### src/rtl/cpu_param_pkg.sv
// cpu_param_pkg: opcode values, FSM states and instruction field positions
// shared by the cpu_param core and its register file.
package cpu_param_pkg;

    // Instruction layout: four byte-wide fields, each given by its LSB.
    localparam int FIELD_W = 8;
    localparam int OP_LSB  = 24;
    localparam int RD_LSB  = 16;   // also the branch/jump offset
    localparam int RS1_LSB = 8;
    localparam int RS2_LSB = 0;    // also the immediate

    localparam logic [7:0] OP_LOADI = 8'h00;
    localparam logic [7:0] OP_MOV   = 8'h01;
    localparam logic [7:0] OP_ADD   = 8'h02;
    localparam logic [7:0] OP_SUB   = 8'h03;
    localparam logic [7:0] OP_AND   = 8'h04;
    localparam logic [7:0] OP_OR    = 8'h05;
    localparam logic [7:0] OP_J     = 8'h06;
    localparam logic [7:0] OP_BEQ   = 8'h07;
    localparam logic [7:0] OP_BNE   = 8'h08;
    localparam logic [7:0] OP_LWD   = 8'h09;
    localparam logic [7:0] OP_LWI   = 8'h0A;
    localparam logic [7:0] OP_SWD   = 8'h0B;
    localparam logic [7:0] OP_SWI   = 8'h0C;
    localparam logic [7:0] OP_SLL   = 8'h0D;
    localparam logic [7:0] OP_SRL   = 8'h0E;
    localparam logic [7:0] OP_HALT  = 8'hFF;

    typedef enum logic [1:0] {
        ST_RUN  = 2'd0,
        ST_MEM  = 2'd1,
        ST_HALT = 2'd2
    } state_t;

    function automatic logic is_load_op(input logic [7:0] op);
        return (op == OP_LWD) || (op == OP_LWI);
    endfunction

    function automatic logic is_store_op(input logic [7:0] op);
        return (op == OP_SWD) || (op == OP_SWI);
    endfunction

endpackage

### src/rtl/cpu_param_regfile.sv
// cpu_param_regfile: NREG x DATA_W registers, two asynchronous read ports,
// one synchronous write port, asynchronous clear.
module cpu_param_regfile #(
    parameter int DATA_W = 8,
    parameter int NREG   = 8,
    parameter int IDX_W  = $clog2(NREG)
) (
    input  logic              clk,
    input  logic              rst,
    input  logic              we,
    input  logic [IDX_W-1:0]  waddr,
    input  logic [DATA_W-1:0] wdata,
    input  logic [IDX_W-1:0]  raddr1,
    input  logic [IDX_W-1:0]  raddr2,
    output logic [DATA_W-1:0] rdata1,
    output logic [DATA_W-1:0] rdata2
);

    logic [DATA_W-1:0] regs [NREG];

    // Register array: cleared by reset, one write per clock.
    // NOTE: every entry is reset, which keeps this in flops rather than a RAM
    // macro; that is required because reset must clear all registers at once.
    always_ff @(posedge clk or posedge rst) begin
        if (rst) begin
            for (int i = 0; i < NREG; i++) begin
                regs[i] <= '0;
            end
        end else if (we) begin
            regs[waddr] <= wdata;
        end
    end

    // Reads see the array before the edge, so a same-cycle write returns the old value.
    assign rdata1 = regs[raddr1];
    assign rdata2 = regs[raddr2];

endmodule

### src/rtl/cpu_param.sv
// cpu_param: multi-cycle core. ALU and branch instructions finish in RUN in one
// cycle; loads/stores spend at least one cycle in MEM; HALT freezes the core.
module cpu_param
    import cpu_param_pkg::*;
#(
    parameter int DATA_W = 8,
    parameter int NREG   = 8
) (
    input  logic              CLK,
    input  logic              RESET,
    output logic [31:0]       PC,
    input  logic [31:0]       INSTRUCTION,
    input  logic              INSTR_BUSYWAIT,
    output logic              MEM_READ,
    output logic              MEM_WRITE,
    output logic [DATA_W-1:0] MEM_ADDRESS,
    output logic [DATA_W-1:0] MEM_WRITEDATA,
    input  logic [DATA_W-1:0] MEM_READDATA,
    input  logic              MEM_BUSYWAIT,
    output logic              HALTED
);

    localparam int         IDX_W       = $clog2(NREG);
    localparam logic [8:0] SHIFT_LIMIT = 9'(DATA_W);

    state_t            state, state_next;
    logic [31:0]       ir, instr, pc_next, pc_plus4, br_target;
    logic [7:0]        opcode, rd_f, rs1_f, rs2_f;
    logic [DATA_W-1:0] rs1_val, rs2_val, imm_ext, wdata;
    logic              we, is_load, is_store, shift_zero;
    logic              unused_fields;

    // While in MEM, decode the copy captured on entry so the memory request
    // stays stable no matter what the fetch bus does.
    assign instr  = (state == ST_MEM) ? ir : INSTRUCTION;
    assign opcode = instr[OP_LSB  +: FIELD_W];
    assign rd_f   = instr[RD_LSB  +: FIELD_W];
    assign rs1_f  = instr[RS1_LSB +: FIELD_W];
    assign rs2_f  = instr[RS2_LSB +: FIELD_W];

    // Register indices use only the low bits; the rest are ignored.
    assign unused_fields = ^{rd_f, rs1_f, rs2_f};

    assign imm_ext    = DATA_W'($signed(rs2_f));
    assign pc_plus4   = PC + 32'd4;
    assign br_target  = pc_plus4 + (32'($signed(rd_f)) << 2);
    assign shift_zero = ({1'b0, rs2_f} >= SHIFT_LIMIT);
    assign is_load    = is_load_op(opcode);
    assign is_store   = is_store_op(opcode);

    cpu_param_regfile #(
        .DATA_W (DATA_W),
        .NREG   (NREG),
        .IDX_W  (IDX_W)
    ) u_regfile (
        .clk    (CLK),
        .rst    (RESET),
        .we     (we),
        .waddr  (rd_f[IDX_W-1:0]),
        .wdata  (wdata),
        .raddr1 (rs1_f[IDX_W-1:0]),
        .raddr2 (rs2_f[IDX_W-1:0]),
        .rdata1 (rs1_val),
        .rdata2 (rs2_val)
    );

    // Memory strobes come straight from the state, so reset drops them at once.
    assign MEM_READ      = (state == ST_MEM) && is_load;
    assign MEM_WRITE     = (state == ST_MEM) && is_store;
    assign MEM_ADDRESS   = ((opcode == OP_LWD) || (opcode == OP_SWD)) ? rs2_val : imm_ext;
    assign MEM_WRITEDATA = rs1_val;
    assign HALTED        = (state == ST_HALT);

    // Next state, next PC and register write for the current instruction.
    // NOTE: every output of this block gets a default first, so no path
    // leaves one unassigned and no latch is inferred.
    always_comb begin
        state_next = state;
        pc_next    = PC;
        we         = 1'b0;
        wdata      = '0;
        case (state)
            ST_RUN: begin
                if (!INSTR_BUSYWAIT) begin
                    pc_next = pc_plus4;
                    case (opcode)
                        OP_LOADI: begin we = 1'b1; wdata = imm_ext;           end
                        OP_MOV:   begin we = 1'b1; wdata = rs1_val;           end
                        OP_ADD:   begin we = 1'b1; wdata = rs1_val + rs2_val; end
                        OP_SUB:   begin we = 1'b1; wdata = rs1_val - rs2_val; end
                        OP_AND:   begin we = 1'b1; wdata = rs1_val & rs2_val; end
                        OP_OR:    begin we = 1'b1; wdata = rs1_val | rs2_val; end
                        OP_SLL:   begin we = 1'b1; wdata = shift_zero ? '0 : (rs1_val << rs2_f); end
                        OP_SRL:   begin we = 1'b1; wdata = shift_zero ? '0 : (rs1_val >> rs2_f); end
                        OP_J:     pc_next = br_target;
                        OP_BEQ:   if (rs1_val == rs2_val) pc_next = br_target;
                        OP_BNE:   if (rs1_val != rs2_val) pc_next = br_target;
                        OP_LWD, OP_LWI, OP_SWD, OP_SWI: begin
                            pc_next    = PC;
                            state_next = ST_MEM;
                        end
                        OP_HALT: begin
                            pc_next    = PC;
                            state_next = ST_HALT;
                        end
                        default: ;   // unknown opcode: plain PC+4
                    endcase
                end
            end
            ST_MEM: begin
                if (!MEM_BUSYWAIT) begin
                    we         = is_load;
                    wdata      = MEM_READDATA;
                    pc_next    = pc_plus4;
                    state_next = ST_RUN;
                end
            end
            ST_HALT: ;
            default: state_next = ST_RUN;
        endcase
    end

    // State, PC and captured instruction registers.
    // NOTE: non-blocking assignments here so every register samples the
    // pre-edge values computed above, independent of statement order.
    always_ff @(posedge CLK or posedge RESET) begin
        if (RESET) begin
            state <= ST_RUN;
            PC    <= '0;
            ir    <= '0;
        end else begin
            state <= state_next;
            PC    <= pc_next;
            if (state == ST_RUN) begin
                ir <= INSTRUCTION;
            end
        end
    end

endmodule

### config.mk
export PLATFORM = sky130hd
export DESIGN_NAME = cpu_param
export DESIGN_NICKNAME = d
export VERILOG_FILES = /design/src/rtl/cpu_param_pkg.sv /design/src/rtl/cpu_param_regfile.sv /design/src/rtl/cpu_param.sv
export SDC_FILE = /design/constraint.sdc
export NUM_CORES = 1
export LEC_CHECK = 0
export CAP_MARGIN = 20
export CORE_UTILIZATION = 32
export DETAILED_ROUTE_END_ITERATION = 12
export PLACE_DENSITY_LB_ADDON = 0.05
export SYNTH_ARGS = -nofsm -noshare
export SYNTH_HDL_FRONTEND = slang
export SYNTH_SLANG_ARGS = --single-unit
### constraint.sdc
create_clock -name CLK -period 7 [get_ports CLK]
set_clock_uncertainty 0.2 [all_clocks]
set_input_delay 1.4 -clock CLK [delete_from_list [all_inputs] [get_ports CLK]]
set_output_delay 1.4 -clock CLK [all_outputs]
set_load 0.01 [all_outputs]
==> results.tsv, run 1 <==
metric	value	unit
area of the multi-input gates	0.007183	mm^2
synthesized area divided by synthesized cell count	9.132	um^2
power density relative to cell area	203.6	mW/mm^2
synth top area cells	dfrtp_1 28%, ha_1 7.0%, mux2_2 5.4%	
top flip-flop cell by instance count after synthesis	dfrtp_1	
Synth area leader	dfrtp_1	
Tightest Hold Check Type	reg2reg	
Tot GR Track Use	21.75	%
layout cells sized above 1	14.36	%
antenna violations before repair	2	
CP Max Fanout	9	
DIE AREA	0.03458	mm^2
root buf cell	clkbuf_16	
final sum of negative setup slack	0	ns
HPWL Detailed	26410	um
Die Y-Extent	186.0	um
crit path time final	5.994	ns
drt total wl	36000	um
#FFs+latches synth	123	
effective utilization at floorplan	32.38	%
Setup Crit Path Kind	in2out	
core region area	0.03345	mm^2
Slew Limit Fails	0	
worst slack on hold paths	0.3046	ns
largest net degree at the start of global routing	64	
slew of the pin with the lowest slew margin	1.101	ns
clock buffer depth	2	
ports placed on the boundary	95	
share of the clock period used by the worst path	85.63	%
number of hold-repair buffers added at the cts stage	0	
largest family of logic cells by synthesized area	compound AO/OA/AOI/OAI gates	
Async S/R FF share, synth	100.0	%
CTS H-Tree Depth	4	
Fillers	3394	
area fraction of the dominant cell type after synthesis	28.42	%
site row count	67	
Max stage delay on crit path	0.62	ns
count of endpoints failing hold in the final timing report	0	
Synth Area in Compound Gates	22.40	%
peak supply drop	0.1766	mV
reported leakage power	5.392	nW
Synthesis Warnings	0	
area growth from synthesis to final layout	18.74	%
slack of the worst reg-to-reg path	1.48	ns
flip-flop and latch area	0.003078	mm^2
Resized Gates After CTS	0	
number of input and output port buffers inserted	87	
critical path data arrival time	4.39	ns
DRC errors left	0	
clock insertion delay at the later pin of the skew report	0.43	ns
most frequent cell after synthesis	dfrtp_1	
cell area after synthesis	0.01083	mm^2
adder-cell area share of the yosys netlist	7.602	%
buffer count from post-CTS setup fixing	0	
kind of capture point of the worst setup path	primary output	
portion of netlist area occupied by mux cells	16.58	%
Antenna Nets Post-Route	0	
Synth Area in XOR/XNOR	4.124	%
total congestion overflow	0	
first-pass GRT wire length	56310	um
simple-gate share of the synthesized area	15.30	%
Slowest cell on crit path	clkdlybuf4s50_1	
TritonCTS clock tree	built	
kind of start point of the critical path	input pin	
share of the yosys chip area belonging to registers	28.42	%
clock edge transition at the registers on the reported setup and hold paths	0.05	ns
DR vias/cell	5.412	
number of flops mapped to enable cells by yosys	0	
outcome	finished, final reports clean	
clock sink total	123	
library cells used by synthesis	87	
Max Freq	166.8	MHz
synth cell count leaders	123 x dfrtp_1, 107 x nand2_1, 79 x a21oi_1	
utilization after layout	38.45	%
synthesized instance count	1186	
placer's final routability congestion estimate	0.8895	
die span in x	186.0	um
TritonCTS buffer count	17	
max cap viols	0	
via count of the routed design	9400	
number of DRC markers after the initial detailed-route iteration	571	
via count of the first global-routing pass	9342	
Detailed Routing Iterations Pass 1	5	
final count of negative-setup-slack endpoints	0	
sequence of cells on the critical path	clkdlybuf4s50_1 -> inv_1 -> a31oi_2 -> buf_4 -> a211oi_1 -> a2111oi_4 -> buf_4 -> clkdlybuf4s50_1	
Max-slew headroom	26.23	%
Routed wire per std cell	20.72	um
setup repair after global routing missed its margin	false	
Total Nets Final	1385	
endpoint required time on the critical path	5.40	ns
-- layout make-up --
class | instances | share of cell area [%]
clock inverter | 9 | 0.5838
multi-input combinational | 928 | 55.86
clock buffer | 21 | 3.503
sequential | 123 | 23.93
inverter | 77 | 2.267
timing repair buffer | 130 | 9.477
antenna | 1 | 0.01946
tap | 448 | 4.359
-- state kept, by name, indices dropped and copies added, names as in the netlist --
register / cells
u_regfile.regs: 64
PC: 30
ir: 27
state: 2
-- critical path, delay by kind of cell --
kind,cells,cell delay (ns)
AOI/OAI and AO/OA,3,1.09
buffers and inverters,5,1.90
-- cell usage in the layout, fill, tap and decap left out, types with 15 or more instances in the layout --
master,n
nor3_1,19
nand2_1,107
a21o_1,15
mux2_1,31
dfrtp_1,123
mux2_2,52
o21ai_0,52
nand3_1,30
mux2i_1,43
and3_1,15
mux4_2,16
clkbuf_16,17
xnor2_1,32
a211oi_1,56
nor2_1,72
xor2_1,19
buf_4,41
a21oi_1,79
inv_1,74
ha_1,61
clkdlybuf4s50_1,87
-- through the flow --
stage | power (W) | instances | cell area [um^2] | setup WS, ns
detailed placement | 0.001798 | 1706 | 12330 | 0.5834
global route | 0.002788 | 1736 | 12860 | 0.7846
floorplan | 0.001475 | 1187 | 10830 | 1.624
global placement | 0.001802 | 1706 | 12330 | 0.6058
finish | 0.002618 | 1737 | 12860 | 1.006
CTS | 0.002653 | 1736 | 12860 | 0.9974
-- worst paths after layout --
check	startpoint	end	cells after the start
max	INSTRUCTION[10]	MEM_WRITEDATA[3]	8
min	ir[8]$_DFFE_PP0P_	ir[8]$_DFFE_PP0P_	1
max reg2reg	state[1]$_DFFE_PP0P_	u_regfile.regs[38]$_DFFE_PP0P_	15
min reg2reg	ir[8]$_DFFE_PP0P_	ir[8]$_DFFE_PP0P_	1
max in group asynchronous	RESET	u_regfile.regs[16]$_DFFE_PP0P_	3
min in group asynchronous	RESET	PC[9]$_DFFE_PP0P_	2
-- power breakdown --
group | internal, W | total (W) | leakage [nW] | switching (W)
combinational | 0.000421 | 0.000918 | 3.52 | 0.000497
clock | 0.000489 | 0.000833 | 0.258 | 0.000344
sequential | 0.000771 | 0.000867 | 1.62 | 0.0000959
-- kinds of logic (layout without fill, tap and decap cells) --
group | after synthesis | after routing
AOI/OAI and AO/OA | 334 | 334
and+or+nand+nor | 330 | 330
muxes | 147 | 147
buffers and inverters | 136 | 237
DFF | 123 | 123
adders and majority gates | 64 | 64
xor gates and xnor gates | 51 | 51
other | 1 | 3
-- routing by layer --
layer,up-vias,wire [um],GRT usage [%]
met5,-,0,0
met1,4580,16790,28.47
met2,193,17050,36.15
li1,4584,-,-
met3,43,1284,3.541
met4,0,877,7.344
(Power assumes the default switching activity.)
==> run 2, diff against run 1 <==
- MAX_ROUTING_LAYER: unset -> met4
==> run 2 against run 1 <==
Compared with the run above: final cell count about the same; register-to-register slack worse by 0.02 ns; largest cell class unchanged; critical path depth unchanged; clock power about the same; utilization about the same.
==> results.tsv, run 2 (synthesis gave the netlist of run 1 again) <==
metric	value	unit	change
reg2reg start	state[1]$_DFFE_PP0P_		unchanged
reported leakage power	5.392	nW	about the same
Setup Crit Path Kind	in2out		unchanged
area growth from synthesis to final layout	18.76	%	was 18.74%
clock buffer depth	2		unchanged
Slew Limit Fails	0		unchanged
root buf cell	clkbuf_16		unchanged
most common library cell in the layout ignoring fill and taps	dfrtp_1		unchanged
critical path data arrival time	4.35	ns	was 4.39 ns
Tot GR Track Use	22.41	%	was 21.75%
effective utilization at floorplan	32.38	%	unchanged
Tightest Hold Check Type	reg2reg		unchanged
clock insertion delay at the later pin of the skew report	0.43	ns	about the same
startpoint of the tightest hold check path	ir[8]$_DFFE_PP0P_		unchanged
count of endpoints failing hold in the final timing report	0		unchanged
Max Freq	167.9	MHz	was 166.8 MHz
placer's final routability congestion estimate	0.9044		was 0.8895
setup repair after global routing missed its margin	false		unchanged
layout cells sized above 1	14.36	%	unchanged
final count of negative-setup-slack endpoints	0		unchanged
die span in x	186.0	um	unchanged
registers with the most flip-flops	u_regfile.regs (64), PC (30), ir (27)		unchanged
leading cell types in the layout, fill and taps excluded	123 x dfrtp_1, 107 x nand2_1, 87 x clkdlybuf4s50_1, 79 x a21oi_1, 74 x inv_1		unchanged
buffer count from post-CTS setup fixing	0		unchanged
number of hold-repair buffers added at the cts stage	0		unchanged
final sum of negative setup slack	0	ns	unchanged
clock sink total	123		unchanged
CP Max Fanout	6		was 9
site row count	67		unchanged
Antenna Nets Post-Route	0		unchanged
first-pass GRT wire length	56370	um	was 56310 um
Routed wire per std cell	20.78	um	was 20.72 um
Cell Area, Placed	0.01233	mm^2	unchanged
max cap viols	0		unchanged
DIE AREA	0.03458	mm^2	unchanged
Die Y-Extent	186.0	um	unchanged
TritonCTS clock tree	built		unchanged
ports placed on the boundary	95		unchanged
number of cells on the worst reg-to-reg path	15		unchanged
endpoint required time on the critical path	5.40	ns	about the same
DR vias/cell	5.396		was 5.412
total congestion overflow	0		unchanged
peak supply drop	0.1761	mV	was 0.1766 mV
number of flip-flops under the largest register name	64		unchanged
kind of start point of the critical path	input pin		unchanged
crit path time final	5.954	ns	was 5.994 ns
clock edge transition at the registers on the reported setup and hold paths	0.05	ns	about the same
worst setup path start	INSTRUCTION[10]		unchanged
HPWL Detailed	26410	um	unchanged
Min-Delay Path Depth	1		unchanged
area of the multi-input gates	0.007183	mm^2	unchanged
Resized Gates After CTS	0		unchanged
drt total wl	36120	um	was 36000 um
TritonCTS buffer count	17		unchanged
Detailed Routing Iterations Pass 1	5		unchanged
outcome	finished, final reports clean		unchanged
via count of the routed design	9378		was 9400
antenna violations before repair	2		unchanged
via count of the first global-routing pass	9334		was 9342
core region area	0.03345	mm^2	unchanged
register ranked first by flip-flop count	u_regfile.regs		unchanged
DRC errors left	0		unchanged
number of DRC markers after the initial detailed-route iteration	575		was 571
Max-slew headroom	27.03	%	was 26.23%
Total Nets Final	1385		unchanged
final standard cell area without fillers	0.01286	mm^2	about the same
slew of the pin with the lowest slew margin	1.089	ns	was 1.101 ns
Fillers	3393		was 3394
CTS H-Tree Depth	4		unchanged
largest net degree at the start of global routing	64		unchanged
number of input and output port buffers inserted	87		unchanged
power density relative to cell area	203.5	mW/mm^2	was 203.6 mW/mm^2
flip-flop and latch area	0.003078	mm^2	unchanged
share of the clock period used by the worst path	85.06	%	was 85.63%
kind of capture point of the worst setup path	primary output		unchanged
-- run 2: power breakdown --
group	internal (W)	switching, W
clock network	0.000489	0.000342
registers	0.000771	0.0000959
logic	0.000421	0.000498
total	0.00168	0.000937
-- run 2: stage by stage --
step / setup slack, ns / power (W) / cells / util, % / hold slack [ns]
floorplan: 1.624 / 0.001475 / 1187 / - / 0.2720
global placement: 0.6058 / 0.001802 / 1706 / 36.87 / 0.2822
detailed placement: 0.5834 / 0.001798 / 1706 / 36.87 / 0.2935
CTS: 0.9974 / 0.002653 / 1736 / 38.44 / 0.3061
global route: 0.7861 / 0.002790 / 1738 / 38.45 / 0.3124
finish: 1.046 / 0.002618 / 1738 / 38.45 / 0.3032
-- run 2: layer usage --
metal  part of all wire (%)  vias to the layer above  global-route usage [%]
li1                       -                     4588                       -
met1                     47                     4554                   28.62
met2                     47                      193                   36.10
met3                    3.6                       43                   3.463
met4                    2.4                        0                   7.344
met5                      0                        -                       -
-- run 2: area by class of cell --
class | instances | area share [%]
sequential | 123 | 23.93
antenna | 2 | 0.03891
clock inverter | 9 | 0.5837
multi-input combinational | 928 | 55.85
inverter | 77 | 2.267
timing repair buffer | 130 | 9.475
clock buffer | 21 | 3.502
tap | 448 | 4.358
-- run 2: worst max-delay path: stages --
cell and delay, ns:
clkdlybuf4s50_1 0.60, inv_1 0.14, a31oi_2 0.54, buf_4 0.24, a211oi_1 0.06, or4_1 0.61
inv_1 0.20, clkdlybuf4s50_1 0.56
-- run 2: worst paths after layout --
check	to	slack (ns)
max	MEM_WRITEDATA[7]	1.05
min	ir[8]$_DFFE_PP0P_	0.30
max reg2reg	u_regfile.regs[38]$_DFFE_PP0P_	1.46
min reg2reg	ir[8]$_DFFE_PP0P_	0.30
max in group asynchronous	u_regfile.regs[16]$_DFFE_PP0P_	3.96
min in group asynchronous	PC[9]$_DFFE_PP0P_	1.28
==> run 3, diff against run 2 <==
- CTS_BUF_LIST: unset -> sky130_fd_sc_hd__clkbuf_2 sky130_fd_sc_hd__clkbuf_4 sky130_fd_sc_hd__clkbuf_8
- HOLD_SLACK_MARGIN: unset -> 0.05
==> run 3 against run 2 <==
Compared with the run above: critical path depth did not move; highest routed layer unchanged; final cell count did not move; combinational power barely moved.
==> results.tsv, run 3 (synthesis gave the netlist of run 1 again) <==
metric	value	unit	change
outcome	finished, final reports clean		unchanged
root buf cell	clkbuf_8		was clkbuf_16
die span in x	186.0	um	unchanged
most common library cell in the layout ignoring fill and taps	dfrtp_1		unchanged
clock buffer depth	2		unchanged
critical path data arrival time	4.36	ns	was 4.35 ns
Max-slew headroom	25.89	%	was 27.03%
clock insertion delay at the later pin of the skew report	0.47	ns	was 0.43 ns
startpoint of the tightest hold check path	ir[8]$_DFFE_PP0P_		unchanged
DRC errors left	0		unchanged
HPWL Detailed	26410	um	unchanged
area growth from synthesis to final layout	17.10	%	was 18.76%
number of input and output port buffers inserted	87		unchanged
utilization after layout	37.92	%	was 38.45%
final count of negative-setup-slack endpoints	0		unchanged
Min-Delay Path Depth	1		unchanged
share of the clock period used by the worst path	85.13	%	was 85.06%
placed cell count	1706		unchanged
Hold Crit Endpoint	ir[8]$_DFFE_PP0P_		unchanged
leading cell types in the layout, fill and taps excluded	123 x dfrtp_1, 107 x nand2_1, 87 x clkdlybuf4s50_1, 79 x a21oi_1, 74 x inv_1		unchanged
effective utilization at floorplan	32.38	%	unchanged
total congestion overflow	0		unchanged
registers with the most flip-flops	u_regfile.regs (64), PC (30), ir (27)		unchanged
peak supply drop	0.1315	mV	was 0.1761 mV
via count of the routed design	9456		was 9378
register ranked first by flip-flop count	u_regfile.regs		unchanged
power density relative to cell area	188.6	mW/mm^2	was 203.5 mW/mm^2
Detailed Routing Iterations Pass 1	5		unchanged
Die Y-Extent	186.0	um	unchanged
TritonCTS buffer count	17		unchanged
layout cells sized above 1	14.60	%	was 14.36%
number of cells on the worst reg-to-reg path	15		unchanged
drt total wl	36120	um	about the same
Resized Gates After CTS	0		unchanged
slack of the worst reg-to-reg path	1.43	ns	was 1.46 ns
kind of start point of the critical path	input pin		unchanged
slew of the pin with the lowest slew margin	1.106	ns	was 1.089 ns
final sum of negative setup slack	0	ns	unchanged
number of flip-flops under the largest register name	64		unchanged
clock sink total	123		unchanged
Max Freq	167.8	MHz	was 167.9 MHz
worst setup path start	INSTRUCTION[10]		unchanged
crit path time final	5.959	ns	was 5.954 ns
Cell Area, Placed	0.01233	mm^2	unchanged
number of cells in the finished layout apart from fillers	1738		unchanged
clock edge transition at the registers on the reported setup and hold paths	0.07	ns	was 0.05 ns
CP Max Fanout	9		was 6
buffer count from post-CTS setup fixing	0		unchanged
endpoint required time on the critical path	5.40	ns	about the same
kind of capture point of the worst setup path	primary output		unchanged
count of endpoints failing hold in the final timing report	0		unchanged
site row count	67		unchanged
first-pass GRT wire length	56370	um	about the same
Routed wire per std cell	20.78	um	about the same
setup repair after global routing missed its margin	false		unchanged
core region area	0.03345	mm^2	unchanged
Antenna Nets Post-Route	0		unchanged
r2r endpoint	u_regfile.regs[38]$_DFFE_PP0P_		unchanged
CTS H-Tree Depth	4		unchanged
number of DRC markers after the initial detailed-route iteration	568		was 575
number of hold-repair buffers added at the cts stage	0		unchanged
ports placed on the boundary	95		unchanged
DIE AREA	0.03458	mm^2	unchanged
TritonCTS clock tree	built		unchanged
placer's final routability congestion estimate	0.9044		unchanged
Setup Crit Path Kind	in2out		unchanged
reg2reg start	state[1]$_DFFE_PP0P_		unchanged
antenna violations before repair	2		unchanged
via count of the first global-routing pass	9316		was 9334
DR vias/cell	5.441		was 5.396
largest net degree at the start of global routing	64		unchanged
Tot GR Track Use	22.38	%	was 22.41%
max cap viols	0		unchanged
Tightest Hold Check Type	reg2reg		unchanged
Slew Limit Fails	0		unchanged
Total Nets Final	1385		unchanged
reported leakage power	5.315	nW	was 5.392 nW
final standard cell area without fillers	0.01268	mm^2	was 0.01286 mm^2
run 3: cell counts in the layout (fill, tap and decap cells not counted):
No cell type changed its count.
run 3: cell type report:
type	instances	area [um^2]
fill	3417	20770
multi-input combinational	928	7183
sequential	123	3078
timing repair buffer	130	1219
tap	448	560.5
inverter	77	291.5
clock buffer	21	270.3
clock inverter	9	75.07
antenna	2	5.005
run 3: worst max-delay path, stage by stage:
cell	delay, ns
clkdlybuf4s50_1	0.61
inv_1	0.14
a31oi_2	0.54
buf_4	0.24
a211oi_1	0.07
a2111oi_4	0.45
buf_4	0.27
clkdlybuf4s50_1	0.62
run 3: worst max path at each step:
stage                                      to  slack, ns  cells past startpoint
2_1_floorplan  u_regfile.regs[21]$_DFFE_PP0P_       1.62                     15
3_3_place_gp    u_regfile.regs[5]$_DFFE_PP0P_       0.61                     15
3_5_place_dp                PC[3]$_DFFE_PP0P_       0.58                     14
4_1_cts                        MEM_ADDRESS[1]        1.0                      7
5_1_grt                     PC[6]$_DFFE_PP0P_       0.82                     18
6_report                     MEM_WRITEDATA[3]       1.04                      8
run 3: stage by stage:
stage / power (W) / worst slack, ns / hold WS (ns)
5_1_grt: 0.002561 / 0.8248 / 0.3168
3_5_place_dp: 0.001798 / 0.5834 / 0.2935
2_1_floorplan: 0.001475 / 1.624 / 0.2720
4_1_cts: 0.002422 / 0.9974 / 0.3097
3_3_place_gp: 0.001802 / 0.6058 / 0.2822
6_report: 0.002392 / 1.041 / 0.3053
run 3: where the power goes:
part / switching [W] / internal (W)
clock network: 0.000314 / 0.000294
logic: 0.000498 / 0.000421
registers: 0.0000960 / 0.000770
total: 0.000907 / 0.00148
run 3: per-layer routing:
metal  vias to the layer above  wire length [um]  track usage (%)
met1                      4613             16760            28.70
met2                       226             17190            36.09
met5                         -                 0                -
met4                         0               838            6.918
li1                       4580                 -                -
met3                        37              1335            3.463
